===== config.mk =====
export PLATFORM = sky130hd
export DESIGN_NAME = mac_result_collector
export DESIGN_NICKNAME = d
export VERILOG_FILES = /design/src/rtl/mac_result_collector.sv
export SDC_FILE = /design/constraint.sdc
export NUM_CORES = 1
export LEC_CHECK = 0
export BUFFER_PORTS_ARGS = -buffer_cell sky130_fd_sc_hd__buf_2
export CAP_MARGIN = 25
export CORE_UTILIZATION = 50
export CTS_CLUSTER_SIZE = 20
export DETAILED_ROUTE_END_ITERATION = 8
export PLACE_DENSITY_LB_ADDON = 0.15
export SYNTH_ARGS = -nofsm -noshare
export SYNTH_HDL_FRONTEND = slang
export SYNTH_SLANG_ARGS = --single-unit

===== constraint.sdc =====
create_clock -name clock -period 9.4 [get_ports clock]
set_clock_uncertainty 0.15 [all_clocks]
set_input_delay 0.94 -clock clock [delete_from_list [all_inputs] [get_ports clock]]
set_output_delay 0.94 -clock clock [all_outputs]
set_load 0.02 [all_outputs]

===== src/rtl/mac_result_collector.sv =====
// mac_result_collector: sums every ACC_LEN valid results into a block sum and buffers the sums
// in a FIFO drained by valid/ready. Optional macro MAC_COLLECTOR_DROPCNT_EN adds drop_count.
package params_pkg;
    localparam int OUTPUT_SIZE = 16;
endpackage

module mac_result_collector
    import params_pkg::*;
#(
    parameter int ACC_LEN    = 4,
    parameter int FIFO_DEPTH = 8
) (
    input  logic                                                          clock,
    input  logic                                                          reset,
    input  logic                                                          in_valid,
    input  logic [OUTPUT_SIZE-1:0]                                        in_data,
    input  logic                                                          flush,
    output logic                                                          out_valid,
    input  logic                                                          out_ready,
    output logic [OUTPUT_SIZE+$clog2(ACC_LEN)+((ACC_LEN == 1) ? 1 : 0)-1:0] out_sum,
    output logic [$clog2(ACC_LEN+1)-1:0]                                  out_count,
    output logic                                                          overflow
`ifdef MAC_COLLECTOR_DROPCNT_EN
    ,
    output logic [15:0]                                                   drop_count
`endif
);

    localparam int SUM_W = OUTPUT_SIZE + $clog2(ACC_LEN) + ((ACC_LEN == 1) ? 1 : 0);
    localparam int CNT_W = $clog2(ACC_LEN + 1);
    localparam int PTR_W = $clog2(FIFO_DEPTH);
    localparam logic [CNT_W-1:0] ACC_LEN_C = CNT_W'(ACC_LEN);

    typedef enum logic {
        IDLE  = 1'b0,
        ACCUM = 1'b1
    } state_t;

    state_t             r_state;
    state_t             w_state_nxt;
    logic [SUM_W-1:0]   r_acc;
    logic [CNT_W-1:0]   r_cnt;
    logic [SUM_W-1:0]   w_acc_sum;
    logic [CNT_W-1:0]   w_cnt_sum;
    logic               w_close;
    logic               w_pop;
    logic               w_push;
    logic               w_drop;
    logic               w_full;
    logic               w_empty;
    logic [PTR_W:0]     r_wptr;
    logic [PTR_W:0]     r_rptr;
    logic               r_overflow;
    logic [SUM_W-1:0]   r_mem_sum [FIFO_DEPTH];
    logic [CNT_W-1:0]   r_mem_cnt [FIFO_DEPTH];

    // Accumulate stage: the incoming sample is folded in before deciding whether the block closes
    always_comb begin
        w_acc_sum = r_acc + (in_valid ? SUM_W'(in_data) : '0);
        w_cnt_sum = r_cnt + CNT_W'(in_valid);
        w_close   = (w_cnt_sum == ACC_LEN_C) || (flush && (w_cnt_sum != '0));
    end

    always_ff @(posedge clock) begin
        if (reset) begin
            r_acc   <= '0;
            r_cnt   <= '0;
            r_state <= IDLE;
        end else begin
            r_acc   <= w_close ? '0 : w_acc_sum;
            r_cnt   <= w_close ? '0 : w_cnt_sum;
            r_state <= w_state_nxt;
        end
    end

    always_comb begin
        w_state_nxt = r_state;
        case (r_state)
            IDLE:    if (in_valid && !w_close) w_state_nxt = ACCUM;
            ACCUM:   if (w_close) w_state_nxt = IDLE;
            default: w_state_nxt = IDLE;
        endcase
    end

    // FIFO stage: a pop frees the slot a same-cycle push needs, so full+pop never drops
    always_comb begin
        w_empty = (r_wptr == r_rptr);
        w_full  = (r_wptr[PTR_W] != r_rptr[PTR_W]) &&
                  (r_wptr[PTR_W-1:0] == r_rptr[PTR_W-1:0]);
        w_pop   = !w_empty && out_ready;
        w_push  = w_close && (!w_full || w_pop);
        w_drop  = w_close && w_full && !w_pop;
    end

    always_ff @(posedge clock) begin
        if (reset) begin
            r_wptr     <= '0;
            r_rptr     <= '0;
            r_overflow <= 1'b0;
        end else begin
            if (w_push) r_wptr <= r_wptr + 1'b1;
            if (w_pop)  r_rptr <= r_rptr + 1'b1;
            if (w_drop) r_overflow <= 1'b1;
        end
    end

    always_ff @(posedge clock) begin
        if (w_push && !reset) begin
            r_mem_sum[r_wptr[PTR_W-1:0]] <= w_acc_sum;
            r_mem_cnt[r_wptr[PTR_W-1:0]] <= w_cnt_sum;
        end
    end

    always_comb begin
        out_valid = !w_empty;
        out_sum   = w_empty ? '0 : r_mem_sum[r_rptr[PTR_W-1:0]];
        out_count = w_empty ? '0 : r_mem_cnt[r_rptr[PTR_W-1:0]];
        overflow  = r_overflow;
    end

`ifdef MAC_COLLECTOR_DROPCNT_EN
    logic [15:0] r_drop_cnt;

    always_ff @(posedge clock) begin
        if (reset) begin
            r_drop_cnt <= '0;
        end else if (w_drop && (r_drop_cnt != 16'hFFFF)) begin
            r_drop_cnt <= r_drop_cnt + 16'd1;
        end
    end

    assign drop_count = r_drop_cnt;
`endif

endmodule

# == Yosys cells after proc, flatten, opt, wreduce, memory -nomap -nowiden ==
# Memories as Yosys holds them, arrays and structs flattened. A register that Yosys moved wholly into a read port is not among the register bits.
# Cells that the tools add are included.
# word_totals
ff_bits,30
ram_bits,168
in_bits,21
output_inout_bits,23
elab_cells,39
n_memories,2
# mem_list
memory,depth,word_bits,read_ports,rd_clocked_by_memory_dff,wr,line,text
r_mem_sum,8,18,1,1,1,54,logic [SUM_W-1:0] r_mem_sum [FIFO_DEPTH];
r_mem_cnt,8,3,1,1,1,55,logic [CNT_W-1:0] r_mem_cnt [FIFO_DEPTH];
# classes
n_addsub,4
eq_ne,4
muxes,9
reduce_logical,15
# ops
operator,n
18-bit by 16-bit adder with 18-bit output,1
18-bit two-way mux,1
16-bit two-way mux,1
3-bit two-way mux,5
"4-bit by 1-bit adder with 4-bit output, second input constant",2
1-bit logical AND,7
4-bit equality test,1
1-bit logical NOT,4
3-bit by 1-bit adder with 3-bit output,1
3-bit equality test,1
"3-bit equality test, second input constant",1
3-bit nonzero test,1
1-bit logical OR,2
1-bit two-way mux,2
2-bit OR reduction,1
1-bit inequality test,1

# == Longest topological paths before layout ==
# depth
ltp_word,8
mapped_depth,10

# == Worst setup path after synthesis ==
# OpenSTA, ideal clock, no wires.
# synth_timing
kind,input to register
startpoint,input in_valid
endpoint,"memory r_mem_cnt[0][0] (netlist name), enable pin"
arrival_ns,3.958
required_ns,8.824
path_slack_ns,4.866
stages,6
n_path_buf,0
path_cell_list,ha_1 -> ha_1 -> o31ai_2 -> o31a_2 -> or3b_1 -> nor3_1
# synth_between
elab_chain_cells,8
word_cells_on_any_way,9
cone_classes,1 x add/sub; 1 x eq/ne; 2 x mux; 5 x reduce/logical
# synth_rtl
item,line,text
"start, declared",15,"input logic in_valid,"
3-bit by 1-bit adder with 3-bit output *,60,w_cnt_sum = r_cnt + CNT_W'(in_valid);
via w_cnt_sum[1],44,logic [CNT_W-1:0] w_cnt_sum;
3-bit nonzero test,61,w_close = (w_cnt_sum == ACC_LEN_C) || (flush && (w_cnt_sum != '0));
1-bit logical AND,61,
1-bit logical OR *,61,
1-bit logical AND *,91,w_push = w_close && (!w_full || w_pop);
1-bit logical AND *,108,if (w_push && !reset) begin
1-bit two-way mux *,108,
1-bit two-way mux (implied by the code) *,110,r_mem_cnt[r_wptr[PTR_W-1:0]] <= w_cnt_sum;
"end, declared",55,
# The timed path passes the listed nets; every way through them passes the cells marked *.

# == Worst setup path in the final report ==
# layout_timing
startpoint,input in_valid
endpoint,"memory r_mem_sum[1][0] (netlist name), enable pin"
# layout_between
elab_chain_cells,8
word_cells_on_any_way,9
cone_classes,1 x add/sub; 1 x eq/ne; 2 x mux; 5 x reduce/logical
# layout_rtl
item,line,text
3-bit by 1-bit adder with 3-bit output *,60,
via w_cnt_sum[1],44,
3-bit nonzero test,61,
1-bit logical AND,61,
1-bit logical OR *,61,
1-bit logical AND *,91,
1-bit logical AND *,108,
1-bit two-way mux *,108,
1-bit two-way mux (implied by the code) *,109,r_mem_sum[r_wptr[PTR_W-1:0]] <= w_acc_sum;
"end, declared",54,
# Marked as above.

==> flow_summary.ini <==
[global_route]
grt.busiest_layer = met2
globalRouteTotalUtil_pct = 19.30
grt_pass1_vias = 4684
use_met3_pct = 2.835
grt.overflow.total = 0
met1_usage_pct = 26.55
grt_pass1_wl_um = 25590
antenna_found_initial = 0
met2_usage_pct = 32.40
grt_max_degree = 43

[sta]
drv_slew = 0
period_share_pct = 38.72
setup_viol = 0
worstMarginPinSlew_ns = 0.9411
max_freq_mhz = 274.7
max-slew-margin-rel_pct = 37.03
min_period_ns = 3.640
setup_ws_ns = 5.760
finalSetupTns_ns = 0
finalHoldViolations = 0
rsz0062_at_grt = no

[clock_tree]
cts_resized = 0
cts_hold_buffers = 0
tritoncts = done
cts.sinks = 201
cts_setup_buffers = 0
clk_latency_ns = 0.49
cts_max_path_buffers = 3
cts_buffers = 20
htreeDepth = 1
clkTransAtPathRegs_ns = 0.06
cts-root-buf = clkbuf_16

[pwr]
sw_frac_of_total_pct = 26.46
seqPwrFrac_pct = 46.2
p_clk_share_pct = 34.4
switchingPower_uw = 592.3
powerDensity_mw_per_mm2 = 230.3
p_leak_nw = 3.374
combPwrFrac_pct = 19.5
intPower_mw = 1.646
vdd_ir_drop_max_v = 0.0001288
p_total_mw = 2.238

[floorplanning]
design.core.area_mm2 = 0.01664
fp.dieArea_mm2 = 0.01759
die_y_um = 132.6
io-pin-count = 44
die_x_um = 132.6
initial_core_util_pct = 51.26
row_count = 47

[placed_design]
dp_slack_ns = 5.248
portBuffers = 43
place_congestion = 0.8687
place_hpwl_um = 10400

[outcome]
status = completed

[run]
maxCapViolCount = 0

[yosys]
syn_nets = 566
synth.distinct_cells = 50
syn_avg_cell_area_um2 = 16.28
ys_seq_elements = 201
synth-edff-count = 168
yosysSeqAreaShare_pct = 66.88
synth_top_area_share_pct = 59.14
async_reset_ff_share_pct = 0
yosys_most_used_dff = edfxtp_1
ys_warn_count = 0
syn_inst = 524
synth_area_leaders = edfxtp_1 59%, mux4_2 11%, dfxtp_1 7.7%, ha_1 2.9%, mux2i_1 2.8%
netlist_area_mm2 = 0.008531
yosysTopAreaCell = edfxtp_1

[drt]
drt-total-wl_um = 16200
vias = 4512
drc = 0
vias_per_cell = 5.564
drt_iter0_markers = 250
ant_nets = 0
wl_per_cell_um = 19.98
first_pass_iters = 4

[worst_setup_path]
r2r_cells = 7
startpoint = in_valid
r2r-start = r_cnt[0]
critPathKind = in -> reg
cp-end-kind = flop
cp.required_ns = 9.44
start_kind = input pin
cp_max_fo = 17
arrival_ns = 3.68

[final_layout]
layout.cells.most_common_list = 168 x edfxtp_1, 47 x nor2_1, 43 x buf_2
final_common_cell = edfxtp_1
drive_above_1_share_pct = 25.38
diodes = 0
area_growth_pct = 13.95
utilization_pct = 58.41
fillers = 1268
final_nets = 619

[hold_path]
hold_path_depth = 2
min_path_type = reg -> reg
min_from = overflow
-- worst paths after layout --
kind,endpoint,slack [ns]
min,overflow,0.35
max reg2reg,r_mem_sum[1][0],6.16
min reg2reg,overflow,0.35
max,r_mem_sum[1][0],5.76
-- state kept, by name, indices dropped and copies added, names as in the netlist, named ones only --
name,count
r_acc,18
r_rptr,4
r_cnt,3
r_wptr,4
overflow,1
r_mem_cnt,24
r_mem_sum,144
-- kinds of logic after synthesis --
family / Yosys count / share of synthesized area (%)
AND/OR/NAND/NOR: 132 / 7.788
multiplexers: 66 / 13.90
adder cells (fa/ha/maj): 21 / 3.168
flip-flops: 201 / 66.88
buffers and inverters: 31 / 1.804
AO/OA/AOI/OAI: 49 / 3.990
XOR/XNOR: 24 / 2.464
-- per-layer routing --
layer	up-vias	share of wire [%]
met5	-	0
met1	2278	46
met4	0	1.8
li1	2125	-
met2	81	48
met3	28	3.8
-- power by group through the flow --
stage,clock network [mW],logic (mW),registers (mW)
global route,0.819,0.475,1.04
detailed placement,0,0.445,1.05
CTS,0.783,0.446,1.03
global placement,0,0.432,1.05
finish,0.770,0.436,1.03
floorplan,0,0.327,1.04
-- Yosys cell counts (3+ instances only) --
cell type	number
a21o_1	5
a21oi_1	13
a31oi_1	3
and2_1	30
buf_2	6
buf_6	4
clkbuf_1	13
dfxtp_1	33
edfxtp_1	168
ha_1	20
inv_1	6
mux2i_1	24
mux4_2	42
nand2_1	17
nand2b_1	5
nand3_1	5
nand4_1	6
nor2_1	53
nor3_1	4
o21ai_0	4
o21ai_1	6
o21ai_2	3
xnor2_1	12
xor2_1	12
-- cell type report --
type / instances / area (µm²) / area share (%)
well taps: 220 / 275.3 / 2.832
clock buffers: 28 / 571.8 / 5.882
multi-input cells: 292 / 2705 / 27.83
clock inverters: 8 / 68.82 / 0.7079
repair buffers: 55 / 365.4 / 3.759
inverters: 7 / 26.28 / 0.2703
flip-flops and latches: 201 / 5708 / 58.72
-- metrics by stage --
stage	hold WS, ns	instance area (µm²)	instances
finish	0.3516	9721	811
global route	0.3986	9721	811
CTS	0.3629	9721	811
detailed placement	0.3466	9080	775
global placement	0.3370	8990	771
floorplan	0.3496	8531	524
-- worst max-delay path, cell delays in order --
cell	delay, ns
buf_2	0.19
ha_1	0.23
ha_1	0.41
o31ai_2	0.40
o31a_2	0.30
or3b_1	0.46
nor2_2	0.50
buf_16	0.23
Power figures use the tool's default switching activity.
